File: src/rtl/gate_unit_pkg.sv
// gate_unit_pkg
// Shared definitions for the gate-unit arbiter slice:
//   - 3-bit opcodes understood by bitwise_logic_unit
//   - arbiter FSM state encoding
package gate_unit_pkg;

    localparam logic [2:0] OP_AND  = 3'd0;
    localparam logic [2:0] OP_OR   = 3'd1;
    localparam logic [2:0] OP_NAND = 3'd2;
    localparam logic [2:0] OP_NOR  = 3'd3;
    localparam logic [2:0] OP_XOR  = 3'd4;
    localparam logic [2:0] OP_XNOR = 3'd5;
    localparam logic [2:0] OP_NOT  = 3'd6;
    localparam logic [2:0] OP_PASS = 3'd7;

    typedef enum logic [1:0] {
        IDLE = 2'd0,
        EXEC = 2'd1,
        RESP = 2'd2
    } state_t;

endpackage

File: src/rtl/gate_unit_arbiter_logic.sv
// Structural gate cells and the bitwise logic unit built from them.
//   and2_cell/or2_cell/nand2_cell/nor2_cell/xor2_cell/xnor2_cell : a, b -> y
//   not1_cell : a -> y
//   bitwise_logic_unit : op[2:0], a[WIDTH], b[WIDTH] -> y[WIDTH], combinational
module and2_cell (input logic a, input logic b, output logic y);
    assign y = a & b;
endmodule

module or2_cell (input logic a, input logic b, output logic y);
    assign y = a | b;
endmodule

module nand2_cell (input logic a, input logic b, output logic y);
    assign y = ~(a & b);
endmodule

module nor2_cell (input logic a, input logic b, output logic y);
    assign y = ~(a | b);
endmodule

module xor2_cell (input logic a, input logic b, output logic y);
    assign y = a ^ b;
endmodule

module xnor2_cell (input logic a, input logic b, output logic y);
    assign y = ~(a ^ b);
endmodule

module not1_cell (input logic a, output logic y);
    assign y = ~a;
endmodule

module bitwise_logic_unit
    import gate_unit_pkg::*;
#(
    parameter int WIDTH = 8
) (
    input  logic [2:0]       op,
    input  logic [WIDTH-1:0] a,
    input  logic [WIDTH-1:0] b,
    output logic [WIDTH-1:0] y
);

    logic [WIDTH-1:0] and_y, or_y, nand_y, nor_y, xor_y, xnor_y, not_y;

    // Every gate is evaluated on every bit; the op mux selects one vector.
    for (genvar gi = 0; gi < WIDTH; gi++) begin : g_bit
        and2_cell  u_and  (.a(a[gi]), .b(b[gi]), .y(and_y[gi]));
        or2_cell   u_or   (.a(a[gi]), .b(b[gi]), .y(or_y[gi]));
        nand2_cell u_nand (.a(a[gi]), .b(b[gi]), .y(nand_y[gi]));
        nor2_cell  u_nor  (.a(a[gi]), .b(b[gi]), .y(nor_y[gi]));
        xor2_cell  u_xor  (.a(a[gi]), .b(b[gi]), .y(xor_y[gi]));
        xnor2_cell u_xnor (.a(a[gi]), .b(b[gi]), .y(xnor_y[gi]));
        not1_cell  u_not  (.a(a[gi]), .y(not_y[gi]));
    end

    always_comb begin
        y = a;
        case (op)
            OP_AND:  y = and_y;
            OP_OR:   y = or_y;
            OP_NAND: y = nand_y;
            OP_NOR:  y = nor_y;
            OP_XOR:  y = xor_y;
            OP_XNOR: y = xnor_y;
            OP_NOT:  y = not_y;
            default: y = a;
        endcase
    end

endmodule

File: src/rtl/gate_unit_arbiter.sv
// gate_unit_arbiter
// Round-robin shares one bitwise logic unit among NREQ requesters.
//   clk, rst_n        : clock, asynchronous active-low reset
//   req_valid/ready   : per-requester handshake (ready is one-hot or zero)
//   req_op/a/b        : per-requester packed opcode and operands
//   rsp_valid/ready   : single response channel, rsp_data tagged with rsp_id
//   busy              : high whenever the FSM is not in IDLE
module gate_unit_arbiter
    import gate_unit_pkg::*;
#(
    parameter  int NREQ  = 4,
    parameter  int WIDTH = 8,
    localparam int IDW   = $clog2(NREQ)
) (
    input  logic                  clk,
    input  logic                  rst_n,
    input  logic [NREQ-1:0]       req_valid,
    output logic [NREQ-1:0]       req_ready,
    input  logic [NREQ*3-1:0]     req_op,
    input  logic [NREQ*WIDTH-1:0] req_a,
    input  logic [NREQ*WIDTH-1:0] req_b,
    output logic                  rsp_valid,
    input  logic                  rsp_ready,
    output logic [WIDTH-1:0]      rsp_data,
    output logic [IDW-1:0]        rsp_id,
    output logic                  busy
);

    state_t           state_reg, state_next;
    logic [IDW-1:0]   ptr_reg, ptr_next;
    logic [2:0]       op_reg, op_next;
    logic [WIDTH-1:0] a_reg, a_next;
    logic [WIDTH-1:0] b_reg, b_next;
    logic [IDW-1:0]   id_reg, id_next;
    logic             rsp_valid_reg, rsp_valid_next;
    logic [WIDTH-1:0] rsp_data_reg, rsp_data_next;
    logic [IDW-1:0]   rsp_id_reg, rsp_id_next;

    logic [2:0]       op_arr [NREQ];
    logic [WIDTH-1:0] a_arr  [NREQ];
    logic [WIDTH-1:0] b_arr  [NREQ];

    logic [NREQ-1:0]  grant;
    logic             cand_found;
    logic [IDW-1:0]   cand_id;
    int               idx;
    logic [WIDTH-1:0] logic_y;

    for (genvar gi = 0; gi < NREQ; gi++) begin : g_unpack
        assign op_arr[gi] = req_op[3*gi +: 3];
        assign a_arr[gi]  = req_a[WIDTH*gi +: WIDTH];
        assign b_arr[gi]  = req_b[WIDTH*gi +: WIDTH];
    end

    // Round-robin search from ptr+1. Scanning from the farthest slot toward
    // the nearest lets the nearest valid requester overwrite the others.
    always_comb begin
        cand_found = 1'b0;
        cand_id    = '0;
        idx        = 0;
        for (int k = NREQ; k >= 1; k--) begin
            idx = int'(ptr_reg) + k;
            if (idx >= NREQ) begin
                idx = idx - NREQ;
            end
            if (req_valid[idx[IDW-1:0]]) begin
                cand_found = 1'b1;
                cand_id    = idx[IDW-1:0];
            end
        end
    end

    always_comb begin
        state_next     = state_reg;
        ptr_next       = ptr_reg;
        op_next        = op_reg;
        a_next         = a_reg;
        b_next         = b_reg;
        id_next        = id_reg;
        rsp_valid_next = rsp_valid_reg;
        rsp_data_next  = rsp_data_reg;
        rsp_id_next    = rsp_id_reg;
        grant          = '0;
        case (state_reg)
            IDLE: begin
                if (cand_found) begin
                    grant[cand_id] = 1'b1;
                    op_next        = op_arr[cand_id];
                    a_next         = a_arr[cand_id];
                    b_next         = b_arr[cand_id];
                    id_next        = cand_id;
                    ptr_next       = cand_id;
                    state_next     = EXEC;
                end
            end
            EXEC: begin
                rsp_data_next  = logic_y;
                rsp_id_next    = id_reg;
                rsp_valid_next = 1'b1;
                state_next     = RESP;
            end
            RESP: begin
                if (rsp_ready) begin
                    rsp_valid_next = 1'b0;
                    state_next     = IDLE;
                end
            end
            default: state_next = IDLE;
        endcase
    end

    always_ff @(posedge clk or negedge rst_n) begin
        if (!rst_n) begin
            state_reg     <= IDLE;
            ptr_reg       <= IDW'(NREQ - 1);
            op_reg        <= '0;
            a_reg         <= '0;
            b_reg         <= '0;
            id_reg        <= '0;
            rsp_valid_reg <= 1'b0;
            rsp_data_reg  <= '0;
            rsp_id_reg    <= '0;
        end else begin
            state_reg     <= state_next;
            ptr_reg       <= ptr_next;
            op_reg        <= op_next;
            a_reg         <= a_next;
            b_reg         <= b_next;
            id_reg        <= id_next;
            rsp_valid_reg <= rsp_valid_next;
            rsp_data_reg  <= rsp_data_next;
            rsp_id_reg    <= rsp_id_next;
        end
    end

    bitwise_logic_unit #(.WIDTH(WIDTH)) u_logic (
        .op (op_reg),
        .a  (a_reg),
        .b  (b_reg),
        .y  (logic_y)
    );

    // The state register already reads IDLE during reset, so the grant
    // strobe is masked explicitly to keep req_ready low while rst_n is low.
    assign req_ready = rst_n ? grant : '0;
    assign rsp_valid = rsp_valid_reg;
    assign rsp_data  = rsp_data_reg;
    assign rsp_id    = rsp_id_reg;
    assign busy      = (state_reg != IDLE);

endmodule

File: config.mk
export PLATFORM = sky130hd
export DESIGN_NAME = gate_unit_arbiter
export DESIGN_NICKNAME = d
export VERILOG_FILES = /design/src/rtl/gate_unit_pkg.sv /design/src/rtl/gate_unit_arbiter_logic.sv /design/src/rtl/gate_unit_arbiter.sv
export SDC_FILE = /design/constraint.sdc
export NUM_CORES = 1
export LEC_CHECK = 0
export CORE_ASPECT_RATIO = 1.4
export CORE_MARGIN = 5
export CORE_UTILIZATION = 43
export DETAILED_ROUTE_END_ITERATION = 12
export PLACE_DENSITY = 0.84
export RECOVER_POWER = 100
export REMOVE_ABC_BUFFERS = 1
export SLEW_MARGIN = 20
export SYNTH_ARGS = -nofsm -noshare
export SYNTH_HDL_FRONTEND = slang
export SYNTH_SLANG_ARGS = --single-unit
File: constraint.sdc
create_clock -name clk -period 1.8 [get_ports clk]
set_clock_uncertainty 0.15 [all_clocks]
set_input_delay 0.18 -clock clk [delete_from_list [all_inputs] [get_ports clk]]
set_output_delay 0.18 -clock clk [all_outputs]
set_load 0.02 [all_outputs]
==> impl_metrics.ini <==
[run_status]
outcome = complete, but fails checks
violations = setup timing

[critical_path]
reg2reg_setup_slack_ns = -0.29
critPathCapture = a_reg[6]
cp.depth = 7
cp-start-kind = flip-flop
reg2reg_depth = 7
critPathMaxStageDelay_ns = 0.61
worstPathArrival_ns = 2.10
r2r-start = ptr_reg[1]
worstSetupPathType = reg -> reg
path_buf_inv = 2
crit_start = ptr_reg[1]
crit_path_max_fanout = 7
path_cells = nand2b_4, a21oi_2, o221ai_4, buf_6, clkbuf_16, mux2i_2, o221ai_2
critPathTopFamily = flip-flops
worstPathRequired_ns = 1.81
critPathSlowestCell = dfstp_2
r2r_end = a_reg[6]
crit_path_end_kind = flip-flop

[synthesis]
syn_area_mm2 = 0.00310
syn_avg_cell_area_um2 = 10.1
synth_seq_cells = 36
yosysWarningCount = 0
ys_seq_area_share_pct = 29.1
netlist_instances = 308
yosys.cell_types.count = 36

[sta]
final-max-slew-violation-count = 0
worst_slew_pin_slew_ns = 0.918
max-slew-margin-rel_pct = 38.8
rsz0062_at_grt = yes
fin_crit_sh_pct = 116
hold_viol = 0
period_needed_ns = 2.09
setup_ws_ns = -0.286
setup_violations = 27
fmax_ghz = 0.479
hold_slack_ns = 0.325

[min_path]
hold_path_class = reg -> reg

[routing]
vias = 2928
drt_iter0_drc = 168
wl_mm = 9.28
route.detailed.drc = 0
viasPerCell = 5.41
detail-route-antenna-nets = 0
wl_per_cell_um = 17.1
drt_first_pass_iters = 4

[finish]
layout_common_cells = clkdlybuf4s50_1, buf_4, nand3_1, dfrtp_1, mux2i_1
final_cell_area_mm2 = 0.00486
num_antenna_cells = 0
fillerInstances = 493
fin_nets = 544
multi_input_area_mm2 = 0.00215
ff_latch_area_um2 = 905
finalNonFillerCells = 541
syn_to_final_growth_pct = 56.9
mostFrequentLayoutCell = clkdlybuf4s50_1
drive_above_1_share_pct = 36.1

[clocking]
clkSinkCount = 36
cts_buffer_depth = 2
cts.reportedPaths.clkPinSlew_ns = 0.08
cts_root_buf = clkbuf_8
cts-buffers-inserted = 5
tritoncts = done
h-tree-depth = 2
clkLatencyLatePin_ns = 0.28

[placement]
place_area_mm2 = 0.00432
io_buffers = 98
dpl_worst_slack_ns = -0.627
place_congestion = 0.790
dp_hpwl_mm = 6.21
dp.cells = 511

[global_route]
grt_busiest_layer = met2
antenna_found_initial = 0
use_met1_pct = 22.1
grt_max_degree = 42
grt-ovfl-total = 0
grt_use_total_pct = 19.1
grt_pass1_vias = 3043
grt_pass1_wl_mm = 13.8
grt_use_met2_pct = 33.7
grt_use_met3_pct = 4.23

[power_and_ir_drop]
cellPowerDensity_mw_per_mm2 = 1680
ir_drop_mv = 1.20
p_leak_nw = 2.04
finalPower_mw = 8.15

[floorplan]
initial_core_util_pct = 44.4
die_y_um = 110
num_rows = 36
dieWidth_um = 81.8
core_area_mm2 = 0.00698
ios = 99
fp.dieArea_mm2 = 0.00903

[flow_run]
cap_viol_max_count = 0
## tightest hold or removal path, cell delays in order, from the launching register on
cell     delay [ns]
dfrtp_1        0.34
nand2_1        0.04
o21ai_0        0.06
## routing by layer
metal,wire (um),up-vias
met5,0,-
met4,219,0
met1,3510,1418
met3,503,19
met2,5040,92
li1,-,1399
## worst min-delay path by stage
| stage | startpoint | end | slack [ns] | cells past startpoint |
|---|---|---|---|---|
| finish | rsp_data[2] | rsp_data[2] | 0.32 | 2 |
| global route | id_reg[1] | id_reg[1] | 0.35 | 2 |
| CTS | id_reg[1] | id_reg[1] | 0.33 | 2 |
| detailed placement | rst_n | rsp_data[5] | 0.21 | 2 |
| global placement | rst_n | rsp_data[5] | 0.21 | 2 |
| floorplan | rst_n | a_reg[0] | -0.27 | 0 |
## logic make-up after synthesis
kind of cell	after synthesis	synth area share [%]
buffers and inverters	46	8.88
AO/OA/AOI/OAI	52	16.5
XOR/XNOR	1	0.283
adder cells (fa/ha/maj)	16	6.46
flip-flops	36	29.1
multiplexers	69	24.7
AND/OR/NAND/NOR	88	14.1
## stage by stage
stage	setup TNS, ns	utilization, %
5_1_grt	-8.70	69.7
4_1_cts	-5.71	65.4
2_1_floorplan	-19.08	-
3_5_place_dp	-13.06	61.8
6_report	-5.86	69.7
3_3_place_gp	-11.99	61.8
## report_power, final
part           internal, mW  switching, mW
logic                  3.11           2.82
clock network         0.350          0.289
registers              1.24          0.347
total                  4.70           3.45
## final cells by class
type	instances	share of cell area [%]
inverters	20	1.59
flip-flops and latches	36	18.6
well taps	95	2.44
repair buffers	156	31.1
clock buffers	8	2.06
multi-input cells	226	44.2
## cell usage after synthesis
library cell | instances | area share, %
o31ai_4 | 1 | 0.69
o221ai_2 | 16 | 7.7
inv_4 | 1 | 0.20
o211ai_2 | 3 | 1.2
mux2_2 | 28 | 10
nand2_4 | 2 | 0.73
inv_1 | 18 | 2.2
ha_1 | 16 | 6.5
a21oi_2 | 1 | 0.28
xnor2_1 | 1 | 0.28
dfstp_2 | 2 | 1.7
buf_6 | 11 | 4.0
a21oi_1 | 5 | 0.81
nand2b_1 | 4 | 0.81
and3b_1 | 1 | 0.28
o21ai_0 | 17 | 2.7
or4_4 | 1 | 0.36
o31ai_1 | 1 | 0.24
nand3_1 | 41 | 6.6
dfrtp_1 | 34 | 27
buf_4 | 2 | 0.48
nor2_1 | 14 | 1.7
mux4_2 | 3 | 2.2
o221ai_4 | 1 | 0.85
a211oi_1 | 1 | 0.24
or2_2 | 1 | 0.20
o221ai_1 | 5 | 1.4
buf_2 | 8 | 1.3
nand2_1 | 18 | 2.2
clkbuf_1 | 5 | 0.61
nor2b_1 | 5 | 1.0
mux2i_1 | 37 | 12
mux2_1 | 1 | 0.36
inv_2 | 1 | 0.12
nand3b_1 | 1 | 0.24
a21o_1 | 1 | 0.24
## timing repair
item	in CTS	in global routing
setup buffers	8	11
hold endpoints to repair	34	0
cloned	0	2
hold buffers	1	0
setup endpoints to repair	32	35
pin swaps	5	6
gates resized for setup	44	41
(Power assumes the default switching activity.)
